## src/rtl/iram_load_arbiter.sv

```systemverilog
// ---------------------------------------------------------------------------
// iram_load_arbiter
//
// Owns the single port of the instruction RAM and shares it between the CPU
// fetch path and a byte-serial program loader. While the loader holds the
// grant, the CPU is stalled and incoming bytes (high byte first) are packed
// into 16-bit words and written sequentially from word 0.
//
// Ports:
//   CLK, RESET_N          clock, asynchronous active-low reset
//   CPU_ADDR / CPU_Q      CPU byte fetch address, returned instruction word
//   CPU_STALL             high while the CPU does not own the RAM
//   LD_REQ / LD_GNT       loader ownership request (level) and grant
//   LD_VALID / LD_BYTE    loader byte stream, accepted when LD_READY is high
//   LD_READY              arbiter can take a byte this cycle
//   LD_DONE               loader release pulse
//   LD_COUNT / LD_ERR     words written this session, sticky overflow flag
//   MEM_ADDR/WDATA/WE/Q   IRAM port (combinational read)
// ---------------------------------------------------------------------------
module iram_load_arbiter #(
    parameter int WORDS = 128,
    parameter int CNT_W = 8
) (
    input  logic                       CLK,
    input  logic                       RESET_N,
    input  logic [$clog2(WORDS):0]     CPU_ADDR,
    output logic [15:0]                CPU_Q,
    output logic                       CPU_STALL,
    input  logic                       LD_REQ,
    output logic                       LD_GNT,
    input  logic                       LD_VALID,
    input  logic [7:0]                 LD_BYTE,
    output logic                       LD_READY,
    input  logic                       LD_DONE,
    output logic [CNT_W-1:0]           LD_COUNT,
    output logic                       LD_ERR,
    output logic [$clog2(WORDS)-1:0]   MEM_ADDR,
    output logic [15:0]                MEM_WDATA,
    output logic                       MEM_WE,
    input  logic [15:0]                MEM_Q
);

    localparam int AW = $clog2(WORDS);
    // Pointer carries one extra bit so it can sit at WORDS without wrapping.
    localparam int PW = AW + 1;
    localparam logic [PW-1:0] WORDS_P = PW'(WORDS);

    typedef enum logic [2:0] {
        IDLE    = 3'd0,
        DRAIN   = 3'd1,
        GET_HI  = 3'd2,
        GET_LO  = 3'd3,
        WRITE   = 3'd4,
        RELEASE = 3'd5
    } state_t;

    state_t             state_q, state_d;
    logic [PW-1:0]      ptr_q,   ptr_d;
    logic [CNT_W-1:0]   cnt_q,   cnt_d;
    logic               err_q,   err_d;
    logic [7:0]         hi_q,    hi_d;
    logic [7:0]         lo_q,    lo_d;
    logic               pend_q,  pend_d;
    logic               done_eff;

    // The byte-select bit of the CPU address plays no part in a word fetch.
    logic unused_addr_lsb;
    assign unused_addr_lsb = CPU_ADDR[0];

    assign LD_COUNT = cnt_q;
    assign LD_ERR   = err_q;

    always_ff @(posedge CLK or negedge RESET_N) begin
        if (!RESET_N) begin
            state_q <= IDLE;
            ptr_q   <= '0;
            cnt_q   <= '0;
            err_q   <= 1'b0;
            hi_q    <= '0;
            lo_q    <= '0;
            pend_q  <= 1'b0;
        end else begin
            state_q <= state_d;
            ptr_q   <= ptr_d;
            cnt_q   <= cnt_d;
            err_q   <= err_d;
            hi_q    <= hi_d;
            lo_q    <= lo_d;
            pend_q  <= pend_d;
        end
    end

    always_comb begin
        state_d   = state_q;
        ptr_d     = ptr_q;
        cnt_d     = cnt_q;
        err_d     = err_q;
        hi_d      = hi_q;
        lo_d      = lo_q;
        pend_d    = pend_q;

        CPU_Q     = '0;
        CPU_STALL = 1'b1;
        LD_GNT    = 1'b0;
        LD_READY  = 1'b0;
        MEM_ADDR  = ptr_q[AW-1:0];
        MEM_WDATA = '0;
        MEM_WE    = 1'b0;

        // Dropping LD_REQ while granted counts as a release request.
        done_eff  = LD_DONE | ~LD_REQ;

        unique case (state_q)
            IDLE: begin
                MEM_ADDR  = CPU_ADDR[AW:1];
                CPU_Q     = MEM_Q;
                CPU_STALL = 1'b0;
                if (LD_REQ) state_d = DRAIN;
            end

            DRAIN: begin
                ptr_d   = '0;
                cnt_d   = '0;
                err_d   = 1'b0;
                pend_d  = 1'b0;
                state_d = GET_HI;
            end

            GET_HI: begin
                LD_GNT   = 1'b1;
                LD_READY = 1'b1;
                if (LD_VALID) begin
                    hi_d    = LD_BYTE;
                    if (done_eff) pend_d = 1'b1;
                    state_d = GET_LO;
                end else if (done_eff) begin
                    state_d = RELEASE;
                end
            end

            GET_LO: begin
                LD_GNT   = 1'b1;
                LD_READY = 1'b1;
                if (LD_VALID) begin
                    lo_d    = LD_BYTE;
                    if (done_eff) pend_d = 1'b1;
                    state_d = WRITE;
                end else if ((LD_DONE && !pend_q) || !LD_REQ) begin
                    // A half word is dropped silently; a repeated DONE while
                    // one is already pending just keeps waiting for the byte.
                    pend_d  = 1'b0;
                    state_d = RELEASE;
                end
            end

            WRITE: begin
                LD_GNT    = 1'b1;
                MEM_WDATA = {hi_q, lo_q};
                if (ptr_q < WORDS_P) begin
                    MEM_WE = 1'b1;
                    ptr_d  = ptr_q + PW'(1);
                    cnt_d  = cnt_q + CNT_W'(1);
                end else begin
                    err_d  = 1'b1;
                end
                if (pend_q) begin
                    pend_d  = 1'b0;
                    state_d = RELEASE;
                end else begin
                    state_d = GET_HI;
                end
            end

            RELEASE: begin
                // No re-grant until the loader has dropped its request.
                if (!LD_REQ) state_d = IDLE;
            end

            default: state_d = IDLE;
        endcase
    end

endmodule

```

## config.mk

```make
export PLATFORM = sky130hd
export DESIGN_NAME = iram_load_arbiter
export DESIGN_NICKNAME = d
export VERILOG_FILES = /design/src/rtl/iram_load_arbiter.sv
export SDC_FILE = /design/constraint.sdc
export NUM_CORES = 1
export LEC_CHECK = 0
export ABC_AREA = 1
export ABC_CLOCK_PERIOD_IN_PS = 1300
export BUFFER_PORTS_ARGS = -buffer_cell sky130_fd_sc_hd__clkbuf_2
export CAP_MARGIN = 5
export CELL_PAD_IN_SITES_DETAIL_PLACEMENT = 2
export CELL_PAD_IN_SITES_GLOBAL_PLACEMENT = 2
export CORE_MARGIN = 1.5
export CORE_UTILIZATION = 23
export CTS_CLUSTER_DIAMETER = 120
export CTS_CLUSTER_SIZE = 8
export DETAILED_ROUTE_END_ITERATION = 7
export PLACE_DENSITY_LB_ADDON = 0.1
export SETUP_SLACK_MARGIN = 0.2
export SKIP_CTS_REPAIR_TIMING = 1
export SYNTH_ARGS = -nofsm -noshare
export SYNTH_HDL_FRONTEND = slang
export SYNTH_SLANG_ARGS = --single-unit
```

## constraint.sdc

```tcl
create_clock -name CLK -period 1.3 [get_ports CLK]
set_input_delay 0.26 -clock CLK [delete_from_list [all_inputs] [get_ports CLK]]
set_output_delay 0.26 -clock CLK [all_outputs]
set_load 0.1 [all_outputs]
```

== After elaboration in Yosys (flattened, before gate mapping) ==
Cells that the tools add are included.

* Bits in registers: 37
* Input port bits: 37
* Output and inout bits: 52
* Logic and storage cells: 67

* Add/subtract/negate cells: 2
* Magnitude comparators: 1
* Equal/unequal tests: 12
* Muxes and demuxes: 27
* Bitwise logic cells: 2
* Reductions and logical operators: 16

{| class="wikitable"
|+ Operators with widths
! cell !! number
|-
| 16-bit 2-to-1 mux || 2
|-
| 8-bit case mux with 2 select lines || 2
|-
| 3-bit 2-to-1 mux || 7
|-
| 3-bit case mux with 6 select lines || 1
|-
| 8-bit by 1-bit adder with 8-bit output, second input constant || 2
|-
| 8-bit 2-to-1 mux || 2
|-
| 1-bit 2-to-1 mux || 10
|-
| 2-bit inequality test, second input constant || 5
|-
| 8-bit < comparator, second input constant || 1
|-
| 2-bit AND reduction || 4
|-
| 7-bit 2-to-1 mux || 1
|-
| 3-bit by 2-bit == test with 1-bit output, second input constant || 2
|-
| 3-bit == test, second input constant || 2
|-
| 3-bit inequality test, second input constant || 2
|-
| 4-bit AND reduction || 1
|-
| 2-bit OR reduction || 2
|-
| 3-bit by 1-bit == test with 1-bit output, second input constant || 1
|-
| 3-bit zero test || 1
|-
| 1-bit case mux with 3 select lines || 1
|-
| 3-bit AND reduction || 1
|-
| 3-bit nonzero test || 1
|-
| 3-bit OR reduction || 1
|-
| 1-bit zero test || 2
|-
| 1-bit case mux with 2 select lines || 1
|-
| 5 further kinds || 5
|}

== Depth between registers and ports, before layout ==
* Word-level depth: 6
* Gate-level depth with buffers: 9
* Depth with buffers taken out: 8

== Least setup slack after synthesis ==
Ideal clock, no wire load.

* Path kind: flip-flop to output port
* Start point: reg state_q[1]
* End point: out LD_GNT
* Arrival: 2.627 ns
* Required time: 1.040 ns
* Path slack: -1.587 ns
* Stages on the path, launching flop included: 3
* Buffers on the path: 0
* Path through: dfrtp_1 -> inv_1 -> o21ai_0

* Longest elaborated chain between the ends: 3
* Elaborated cells between the ends (all ways): 5
* Those cells by class: 3 x eq/ne; 1 x mux; 1 x reduce/logical

{| class="wikitable"
|+ Ends and longest elaborated chain
! item !! RTL line !! RTL
|-
| from (decl) || 57 || <nowiki>state_t state_q, state_d;</nowiki>
|-
| from (signal assigned) || 83 || <nowiki>state_q <= state_d;</nowiki>
|-
| 3-bit == test / 3-bit by 2-bit == test with 1-bit output (equally long branches) || 113 || <nowiki>unique case (state_q)</nowiki>
|-
| 3-bit OR reduction (no source line) (*) || - ||
|-
| 1-bit 2-to-1 mux (*) || 113 ||
|-
| to (decl) || 30 || <nowiki>output logic LD_GNT,</nowiki>
|}

Every way passes the cells marked *; elsewhere a longest branch is shown, timed or not.

== Final worst setup path ==
* Start point: reg state_q[0]
* End point: out MEM_WDATA[8]

* Longest elaborated chain between the ends: 2

{| class="wikitable"
|+ Ends and longest elaborated chain
! item !! RTL line !! RTL
|-
| 3-bit == test || 113 ||
|-
| 16-bit 2-to-1 mux || 113 ||
|-
| to (decl) || 38 || <nowiki>output logic [15:0] MEM_WDATA,</nowiki>
|}

Every way passes these cells.

==> impl_metrics.yaml <==
pwr:
  pwr-share-comb_pct: 75.9
  vdd_ir_drop_max_mv: 1.16
  internal-power_mw: 5.80
  power_frac_seq_pct: 14.3
  p_leak_nw: 2.26
  swShare_pct: 55.0
  power.density_nw_per_um2: 2630
  p_clk_share_pct: 9.8
  p_sw_mw: 7.10
setup_path:
  end_kind: "primary output"
  startpoint_type: "flop"
  worst_ep_arrival_time_ns: 1.55
  cp_slowest_stage_delay_ns: 0.43
  crit_fanout: 9
  path_delay_family: "buffers and inverters"
  crit_slowest_cell: "dfrtp_2"
  critPathRequiredTime_ns: 1.04
  crit_type: "flop to primary output"
  crit_chain: "nor2_4 -> buf_4 -> nand2_4 -> buf_12 -> nor2_4 -> buf_12"
  cp_num_buf_inv: 3
clock_network:
  clock_sinks: 37
  clkTransAtPathRegs_ns: 0.09
  cts_buffer_depth: 2
  cts_root_buf: "clkbuf_8"
  h-tree-depth: 2
  cts_buffers: 5
  worstSkewPairLatency_ns: 0.30
  tritoncts: "yes"
yosys:
  synth_cell_type_count: 20
  synth_seq_cells: 37
  ys_seq_area_share_pct: 40.6
  syn_avg_cell_area_sq_um: 6.78
  syn_area_sq_um: 2280
  netlist_instances: 336
  synth_warnings: 0
  syn_nets: 375
job:
  cap_violations: 0
sta:
  period_minus_slack_ns: 1.81
  rsz0062_at_grt: "true"
  timing.final.ws_setup_ns: -0.508
  fin_worst_skew_ns: 0.00327
  min_period_over_period_pct: 139
  worst_pin_slew_ns: 0.488
  relSlewSlack_pct: 67.5
  final_hold_viol_count: 0
  drv_slew: 0
  max_freq_mhz: 553
  setup_violations: 80
global_routing:
  grt_max_degree: 38
  track_usage_pct: 17.8
  grt_pass1_wl_um: 14400
  grt_pass1_vias: 2907
  overflow: 0
  grt_antenna_before_repair: 0
placement:
  gp_congestion: 0.740
  io_buffers: 87
  place_ws_ns: -0.201
  hpwlAfterDp_um: 6670
floorplanning:
  dieArea_sq_um: 10500
  die_h_um: 103
  core_sq_um: 9680
  core.rowCount: 36
  ios: 89
  die_w_um: 103
  initial_core_util_pct: 23.5
drt:
  wl_per_cell_um: 17.1
  dr.pass1.iters: 4
  post-route-drc-count: 0
  vias: 2735
  routed_wl_um: 10400
  drt_iter0_markers: 37
  vias_per_cell: 4.50
  route.antenna.remaining_nets: 0
finish:
  antenna_cells: 0
  drive_above_1_share_pct: 56.0
  fillers: 1028
  fin_nets: 513
  mostFrequentLayoutCells: "inv_1 (65), buf_12 (59), nand2_1 (53)"
  layout_commonest_cell: "inv_1"
  area_growth_pct: 115
  multi_input_area_sq_um: 1620
  regArea_sq_um: 951
  finish.utilization_pct: 50.6
outcome:
  outcome: "finished with violations"
  violations: "setup timing"
min_path:
  hp-class: "input port to flop"
## worst register-to-register path, cell delays in order (launching register included)
cell and delay (ns):
dfrtp_2 0.43, nor2_4 0.13, buf_4 0.14, nand3_2 0.16
nand2_4 0.18, clkinvlp_4 0.21, nand2_1 0.13, o21ai_0 0.11
## flip-flops by register name, indices dropped and copies added (netlist names)
name      flops
ptr_q         8
pend_q        1
LD_ERR        1
LD_COUNT      8
hi_q          8
lo_q          8
state_q       3
## synthesized netlist by cell type
master | n | area (sq um)
o21ai_1 | 9 | 45.0
nand2_4 | 3 | 33.8
inv_1 | 71 | 267
o22ai_1 | 1 | 6.26
nor2_1 | 55 | 206
inv_2 | 4 | 15.0
nand3b_1 | 1 | 7.51
nor2_2 | 1 | 6.26
dfrtp_1 | 37 | 926
a21oi_1 | 16 | 80.1
buf_6 | 5 | 56.3
o21bai_1 | 3 | 22.5
o21ai_0 | 18 | 90.1
nand3_2 | 4 | 40.0
buf_4 | 1 | 7.51
buf_2 | 3 | 15.0
nand3_1 | 18 | 90.1
ha_1 | 2 | 25.0
nand2_1 | 74 | 278
nand4_1 | 10 | 62.6
## logic make-up (layout without fill, tap and decap cells)
group           after synthesis  after routing  share of synthesized area [%]
compound gates               47             47                           10.7
fa+ha+maj                     2              2                           1.10
simple gates                166            169                           31.8
flops                        37             37                           40.6
buf+inv                      84            220                           15.8
## power by group through the flow
stage / registers (mW) / clock network, mW / logic [mW]
floorplan: 1.99 / 0 / 5.53
global placement: 1.77 / 0 / 8.57
detailed placement: 1.79 / 0 / 8.76
CTS: 1.78 / 1.27 / 8.80
global route: 1.88 / 1.33 / 10.2
finish: 1.84 / 1.27 / 9.79
## metrics by stage
step                      setup TNS (ns)  cells  total power, mW  cell area, sq um  hold slack [ns]
after global placement             -6.15    578             10.3              4280            0.254
after floorplan                   -16.14    336             7.52              2730          -0.0356
final                             -25.25    608             12.9              4900            0.217
after global routing              -29.99    608             13.5              4900            0.224
after CTS                         -23.72    586             11.9              4410          -0.0738
after detailed placement           -7.86    578             10.6              4280            0.259
## worst paths after layout
kind / endpoint / start / slack (ns) / cells after the start
min: hi_q[3] / LD_BYTE[3] / 0.22 / 3
min in group asynchronous: LD_COUNT[3] / RESET_N / 0.47 / 3
max reg2reg: LD_COUNT[0] / state_q[0] / -0.30 / 7
min reg2reg: hi_q[3] / hi_q[3] / 0.50 / 2
max in group asynchronous: LD_COUNT[1] / RESET_N / 0.59 / 3
max: MEM_WDATA[8] / state_q[0] / -0.51 / 6
## area by class of cell
| class | instances | share of cell area, % |
|---|---|---|
| repair buffers | 137 | 35.1 |
| well taps | 133 | 3.39 |
| clock inverters | 3 | 1.33 |
| flip-flops and latches | 37 | 19.4 |
| multi-input cells | 218 | 33.1 |
| clock buffers | 5 | 1.40 |
| inverters | 75 | 6.30 |
## routing by layer
| metal | vias up | share of wire [%] | global-route usage (%) |
|---|---|---|---|
| met5 | - | 0 | 0 |
| met4 | 0 | 0.83 | 3.48 |
| li1 | 1310 | - | - |
| met1 | 1381 | 36 | 20.1 |
| met3 | 9 | 2.5 | 3.25 |
| met2 | 35 | 61 | 34.7 |
Note: power is estimated with default switching activity, not from simulation.
